$ cat src/rtl/fifo_rr_arbiter_pkg.sv
// Shared types for the round-robin FIFO arbiter: output-channel state and
// counter width.
package fifo_rr_arbiter_pkg;

    localparam int TX_COUNT_W = 16;

    typedef enum logic [0:0] {
        ST_IDLE = 1'b0,
        ST_HOLD = 1'b1
    } arb_state_e;

endpackage

$ cat src/rtl/fifo_rr_arbiter_rr_select.sv
// Rotating-priority selector: a double-width masked priority encoder that
// returns the first requester after `last`, wrapping modulo N.
module rr_select #(
    parameter int N      = 4,
    parameter int N_LOG2 = 2
) (
    input  logic [N-1:0]      req,
    input  logic [N_LOG2-1:0] last,
    output logic [N-1:0]      grant,
    output logic [N_LOG2-1:0] grant_idx,
    output logic              any_req
);

    logic [N-1:0]   masked_s;
    logic [2*N-1:0] dbl_s;
    logic           found_s;

    // Upper half is the raw request vector, lower half keeps only indices above last.
    always_comb begin
        masked_s = '0;
        for (int i = 0; i < N; i++) begin
            masked_s[i] = req[i] & (i > int'(last));
        end
        dbl_s   = {req, masked_s};
        any_req = |req;
    end

    // Lowest set bit of the doubled vector, folded back into 0..N-1.
    always_comb begin
        grant     = '0;
        grant_idx = '0;
        found_s   = 1'b0;
        for (int i = 0; i < 2 * N; i++) begin
            if (!found_s && dbl_s[i]) begin
                found_s          = 1'b1;
                grant_idx        = N_LOG2'(i % N);
                grant[i % N]     = 1'b1;
            end else begin
                found_s = found_s;
            end
        end
    end

endmodule

$ cat src/rtl/fifo_rr_arbiter.sv
// Round-robin arbiter popping N input FIFOs onto one registered
// valid/ready output channel, sustaining one item per cycle.
import fifo_rr_arbiter_pkg::*;

module fifo_rr_arbiter #(
    parameter int ID               = -1,
    parameter int SIZE             = 8,
    parameter int N                = 4,
    parameter int N_LOG2           = 2,
    parameter int DESTINATION_BITS = 4
) (
    input  logic                  clk,
    input  logic                  reset,
    input  logic [N-1:0]          fifo_empty,
    input  logic [N*SIZE-1:0]     fifo_item,
    output logic [N-1:0]          fifo_read,
    output logic                  out_valid,
    input  logic                  out_ready,
    output logic [SIZE-1:0]       out_item,
    output logic [N_LOG2-1:0]     out_src,
    output logic [TX_COUNT_W-1:0] tx_count
);

    if (N < 2 || (2 ** N_LOG2) < N || DESTINATION_BITS > SIZE || ID < -1) begin : g_bad_params
        $error("fifo_rr_arbiter: invalid parameter set");
    end

    arb_state_e        state_r;
    arb_state_e        state_next_s;
    logic [N_LOG2-1:0] last_r;
    logic [N-1:0]      req_s;
    logic [N-1:0]      grant_s;
    logic [N_LOG2-1:0] sel_s;
    logic              any_s;
    logic              load_s;

    assign req_s = ~fifo_empty;

    rr_select #(
        .N      (N),
        .N_LOG2 (N_LOG2)
    ) u_rr_select (
        .req       (req_s),
        .last      (last_r),
        .grant     (grant_s),
        .grant_idx (sel_s),
        .any_req   (any_s)
    );

    // Load decision, pop strobe and next state; nothing pops while reset is high.
    always_comb begin
        load_s       = 1'b0;
        state_next_s = state_r;
        fifo_read    = '0;
        if (reset) begin
            state_next_s = ST_IDLE;
        end else begin
            case (state_r)
                ST_IDLE: load_s = any_s;
                ST_HOLD: load_s = out_ready & any_s;
                default: load_s = 1'b0;
            endcase
            if (load_s) begin
                fifo_read    = grant_s;
                state_next_s = ST_HOLD;
            end else if (state_r == ST_HOLD && out_ready) begin
                state_next_s = ST_IDLE;
            end else begin
                state_next_s = state_r;
            end
        end
    end

    // State, output channel registers and rotation pointer.
    always_ff @(posedge clk) begin
        if (reset) begin
            state_r   <= ST_IDLE;
            out_valid <= 1'b0;
            out_item  <= '0;
            out_src   <= '0;
            last_r    <= N_LOG2'(N - 1);
        end else begin
            state_r <= state_next_s;
            if (load_s) begin
                out_item  <= fifo_item[int'(sel_s) * SIZE +: SIZE];
                out_src   <= sel_s;
                last_r    <= sel_s;
                out_valid <= 1'b1;
            end else if (state_r == ST_HOLD && out_ready) begin
                out_valid <= 1'b0;
            end else begin
                out_valid <= out_valid;
            end
        end
    end

    // Completed-handshake counter, wrapping naturally at its width.
    always_ff @(posedge clk) begin
        if (reset) begin
            tx_count <= '0;
        end else if (out_valid && out_ready) begin
            tx_count <= tx_count + 16'd1;
        end else begin
            tx_count <= tx_count;
        end
    end

endmodule

$ cat config.mk
export PLATFORM = sky130hd
export DESIGN_NAME = fifo_rr_arbiter
export DESIGN_NICKNAME = d
export VERILOG_FILES = /design/src/rtl/fifo_rr_arbiter_pkg.sv /design/src/rtl/fifo_rr_arbiter_rr_select.sv /design/src/rtl/fifo_rr_arbiter.sv
export SDC_FILE = /design/constraint.sdc
export NUM_CORES = 1
export LEC_CHECK = 0
export BUFFER_PORTS_ARGS = -buffer_cell sky130_fd_sc_hd__buf_2
export CAP_MARGIN = 30
export CORE_MARGIN = 5
export CORE_UTILIZATION = 40
export CTS_CLUSTER_SIZE = 40
export DETAILED_ROUTE_END_ITERATION = 8
export GPL_TIMING_DRIVEN = 0
export PLACE_DENSITY = 0.68
export REMOVE_ABC_BUFFERS = 1
export SYNTH_ARGS = -nofsm -noshare
export SYNTH_HDL_FRONTEND = slang
export SYNTH_SLANG_ARGS = --single-unit
$ cat constraint.sdc
create_clock -name clk -period 4.8 [get_ports clk]
set_input_delay 1.2 -clock clk [delete_from_list [all_inputs] [get_ports clk]]
set_output_delay 1.2 -clock clk [all_outputs]
set_load 0.005 [all_outputs]
* Word-level counts from Yosys, hierarchy flattened *
Cells that the tools add are included.

word-level totals
  flip-flop bits (word level) = 30
  word-level logic and storage cells = 61
  input port bits = 39

cells by class
  shift-type cells = 1
  reductions and logical operators = 17
  $add $sub $neg = 1
  bitwise logic cells = 6
  mux-type cells = 27
  order comparisons = 3

operator list
  cell                                                                            count
  32-bit by 6-bit variable part select with 8-bit output                          1
  1-bit 2-to-1 mux                                                                18
  16-bit by 1-bit adder with 16-bit output, second input constant                 1
  2-bit 2-to-1 mux                                                                6
  1-bit logical AND                                                               8
  4-bit 2-to-1 mux                                                                2
  1-bit logical NOT                                                               6
  1-bit AND                                                                       4
  2-bit greater-than comparator, first input constant                             2
  4-bit NOT                                                                       1
  2-bit nonzero test                                                              2
  4-bit OR reduction                                                              1
  1-bit by 2-bit greater-than comparator with 1-bit output, first input constant  1
  1-bit one-hot mux with 2 select lines                                           1
  1-bit NOT                                                                       1

* Longest topological paths before layout *
  depth after elaboration = 23
  gate-level depth with buffers = 8
  depth with buffers taken out = 5

* By module *
Synthesis repeated with hierarchy kept, for this count alone.

unflattened totals
  cells, all modules = 175
  area, all modules = 1,614.0 µm²

modules (own cells, without submodules)
  module           area an instance (µm²)  cells an instance  instances  seq. area each (µm²)
  fifo_rr_arbiter  1,438.9                 147                1          600.6
  rr_select        175.2                   28                 1          0.0

* Worst setup path before layout *
Ideal clock, no wire load.

  path kind = input port to output port
  from = input fifo_empty[1]
  to = output fifo_read[2]
  path buffers = 1
  required time = 3.600 ns
  arrival time = 2.193 ns
  cell stages on the path = 5
  path slack = 1.407 ns
  cell sequence = buf_4 > nand4_1 > and2_1 > nand2b_1 > a2111oi_0

on the way
  word-level cells in the longest chain between the ends = 20

ends and longest elaborated chain
  what                  RTL line                         text
  from (decl)           fifo_rr_arbiter.sv:14            input logic [N-1:0] fifo_empty,
  4-bit NOT (*)         fifo_rr_arbiter.sv:37            assign req_s = ~fifo_empty;
  1-bit AND             fifo_rr_arbiter_rr_select.sv:22  masked_s[i] = req[i] & (i > int'(last));
  1-bit 2-to-1 mux      fifo_rr_arbiter_rr_select.sv:34  if (!found_s && dbl_s[i]) begin
  1-bit logical NOT     fifo_rr_arbiter_rr_select.sv:34
  1-bit logical AND     fifo_rr_arbiter_rr_select.sv:34
  1-bit 2-to-1 mux      fifo_rr_arbiter_rr_select.sv:34
  1-bit logical NOT     fifo_rr_arbiter_rr_select.sv:34
  1-bit logical AND     fifo_rr_arbiter_rr_select.sv:34
  [... 4 more ...]      n/a
  1-bit logical NOT     fifo_rr_arbiter_rr_select.sv:34
  1-bit logical AND     fifo_rr_arbiter_rr_select.sv:34
  1-bit 2-to-1 mux      fifo_rr_arbiter_rr_select.sv:34
  1-bit logical NOT     fifo_rr_arbiter_rr_select.sv:34
  1-bit logical AND     fifo_rr_arbiter_rr_select.sv:34
  1-bit 2-to-1 mux      fifo_rr_arbiter_rr_select.sv:34
  4-bit 2-to-1 mux (*)  fifo_rr_arbiter.sv:63            if (load_s) begin
  4-bit 2-to-1 mux (*)  fifo_rr_arbiter.sv:55            if (reset) begin
  to (decl)             fifo_rr_arbiter.sv:16            output logic [N-1:0] fifo_read,

Every way passes the cells marked *; elsewhere a longest branch is shown, timed or not. The select of a mux whose other input is x is not followed.

* Worst setup path in the final report *
Same ends and word-level chain as after synthesis.

==> flow_summary.yaml <==
place:
  port_buffers: 69
  dp_hpwl_mm: 3.24
  place_area_mm2: 0.00205
  gp_congestion: 0.878
  dp_cells: 309
layout:
  fin_cells: 317
  multi_input_area_mm2: 0.00102
  num-fill-cells: 399
  final_cell_area_mm2: 0.00214
  n_antenna_cell: 0
  layout-drive-gt1-share_pct: 31.8
  design.final.nets: 306
  area.sequential_um2: 601
  area_growth_pct: 25.9
clock_network:
  root_buffer: "clkbuf_8"
  clk_pin_slew_ns: 0.06
  clock_path_buffers: 2
  cts_tree: "built"
  clock-sinks: 30
  cts_resized: 0
  htreeDepth: 2
  hold_buffers: 0
  cts_inserted_buffers: 5
  cts_setup_buffers: 0
  clk_latency_ns: 0.27
synth:
  ys.warnings.count: 0
  ys.flop_type: "dfxtp_1"
  synth_edf_count: 0
  syn-instance-count: 202
  yosys.area.top_type: "dfxtp_1"
  ys_async_sr_fraction_pct: 0
  synth.cell_area_mm2: 0.00170
  postSynthAreaPerCell_um2: 8.43
  synth-seq-cells: 30
  synth_cell_types: 49
  seq_area_frac_synth_pct: 35.3
  synthTopCellsByArea: "dfxtp_1, nor2_1, mux2i_1"
  synth_top_area_share_pct: 35.3
global_routing:
  gr-total-overflow: 0
  grt_pass1_vias: 1606
  antenna_found_initial: 0
  grt_max_degree: 33
  grt_pass1_wl_mm: 6.99
  grtUsageTotal_pct: 15.9
sta:
  max_slew_margin_pct: 56.5
  fin_skew_ns: 0.00405
  fin_crit_ns: 3.94
  slew_violations: 0
  hold_violations: 0
  finalCritPeriodShare_pct: 82.1
  setup_viol: 0
  rsz0062_at_grt: "no"
  fmaxAchievable_mhz: 254
  fin_tns_setup_ns: 0
  tightest_slew_ns: 0.652
power:
  p_leak_uw: 0.000958
  peakVddDrop_mv: 0.142
  p_per_area_mw_per_mm2: 289
route:
  postRouteAntennaNets: 0
  num_vias: 1693
  wl_mm: 4.35
  wl_per_cell_um: 13.7
  dr.pass1.iters: 4
  drc: 0
  viasPerCell: 5.34
  drt_iter0_markers: 42
setup_path:
  r2r_cells: 7
  timing.rr.end: "out_item[4]"
  crit_path_frequent_cell: "buf_2"
  reg2reg_from: "last_r[1]"
  crit_chain: "buf_2, nand4_1, and2_1, nand2b_1, a2111oi_0, buf_2"
  path_max_fanout: 13
  cp-start-kind: "input port"
  crit_required_ns: 3.60
  worstSetupPathType: "in -> out"
  cp_top_family: "simple AND/OR/NAND/NOR gates"
  rrSetupSlack_ns: 2.31
  worst_path_max_delay_cell: "and2_1"
  cp.arrival_ns: 2.74
  crit_buf_inv: 2
  crit_path_end_kind: "output port"
  max_stage_delay_ns: 0.42
floorplan:
  ios: 70
  core_area_mm2: 0.00406
  die_w_um: 75.2
  die_area_mm2: 0.00566
  initial_core_util_pct: 42.0
  rows: 23
  die_h_um: 75.2
outcome:
  outcome: "completed"
min_path:
  worstHoldStart: "state_r"
  hold_depth: 1
  holdPathEnd: "out_valid"
  min_path_type: "reg -> reg"
run:
  maxCapViolations: 0
-- per-layer routing --
| layer | global-route usage (%) | part of all wire, % | vias to the layer above |
|---|---|---|---|
| met5 | 0 | 0 | - |
| met4 | 6.02 | 0.69 | 0 |
| met3 | 4.67 | 6.7 | 4 |
| met2 | 26.3 | 46 | 56 |
| met1 | 19.4 | 46 | 764 |
| li1 | - | - | 869 |
-- worst max-delay path by stage --
stage                       start      endpoint  slack, ns  depth (start not counted)
global placement    fifo_empty[0]   out_item[5]       0.09                          6
global route        fifo_empty[1]  fifo_read[2]       0.64                          6
finish              fifo_empty[1]  fifo_read[2]       0.86                          6
CTS                 fifo_empty[1]  fifo_read[2]       0.86                          6
floorplan           fifo_empty[0]   out_item[5]       1.04                          5
detailed placement  fifo_empty[1]  fifo_read[2]       0.89                          6
-- where the power goes --
group / internal (uW) / leakage, uW / switching (uW) / total (uW)
Clock: 115 / 0.0000482 / 88.8 / 204
Combinational: 64.2 / 0.000664 / 73.3 / 137
Sequential: 265 / 0.000246 / 13.3 / 278
-- sequential cells by signal, indices dropped and copies added (netlist names) --
name and cells:
last_r 2, tx_count 16, out_item 8, out_valid 1
state_r 1, out_src 2
-- synthesized netlist by cell type, types with 5 or more instances --
master / count
nand2b_1: 6
nor3b_1: 9
o21ai_0: 5
nor2_1: 26
a21oi_1: 12
mux2i_1: 9
dfxtp_1: 30
xor2_1: 8
nor3_1: 5
nand2_1: 11
clkbuf_1: 6
-- layout make-up --
cell class                 instances  share of cell area (%)
timing repair buffer              72                    16.9
clock inverter                     1                   0.234
sequential                        30                    28.0
multi-input combinational        156                    47.7
inverter                           1                   0.175
clock buffer                       7                    4.03
tap                               50                    2.92
-- logic make-up (layout without fill, tap and decap cells) --
group | count (synthesis) | in the layout | share of synthesized area [%]
and+or+nand+nor | 91 | 91 | 29.1
muxes | 9 | 9 | 5.29
buffers and inverters | 16 | 81 | 4.70
DFF | 30 | 30 | 35.3
adders and majority gates | 1 | 1 | 0.735
xor gates and xnor gates | 12 | 12 | 6.17
AOI/OAI and AO/OA | 43 | 43 | 18.7
-- stage by stage --
stage	total power (uW)	hold slack [ns]	utilization (%)	setup WS, ns
2_1_floorplan	362	0.409	-	1.04
6_report	620	0.430	52.8	0.858
5_1_grt	657	0.442	52.8	0.641
3_5_place_dp	422	0.424	50.6	0.891
3_3_place_gp	418	0.423	50.1	0.0923
4_1_cts	627	0.434	52.8	0.863
-- placed cells by master (no fill, tap or decap), types with 2 or more instances in the layout --
cell type | netlist | routed
a2111oi_1 | 2 | 2
a211oi_1 | 2 | 2
a21oi_1 | 12 | 12
a311oi_1 | 4 | 4
and2_1 | 2 | 2
and3_1 | 3 | 3
and4_1 | 3 | 3
buf_2 | 4 | 71
clkbuf_8 | 0 | 6
dfxtp_1 | 30 | 30
mux2i_1 | 9 | 9
nand2_1 | 11 | 11
nand2b_1 | 6 | 6
nand3_1 | 4 | 4
nand4_1 | 4 | 4
nor2_1 | 26 | 26
nor2b_1 | 2 | 2
nor3_1 | 5 | 5
nor3b_1 | 9 | 9
nor4_1 | 4 | 4
o21ai_0 | 5 | 5
o221ai_1 | 4 | 4
o41ai_1 | 3 | 3
or2_0 | 2 | 2
or2_2 | 2 | 2
or3_1 | 3 | 3
xnor2_1 | 4 | 4
xor2_1 | 8 | 8
Note: power is estimated with default switching activity, not from simulation.
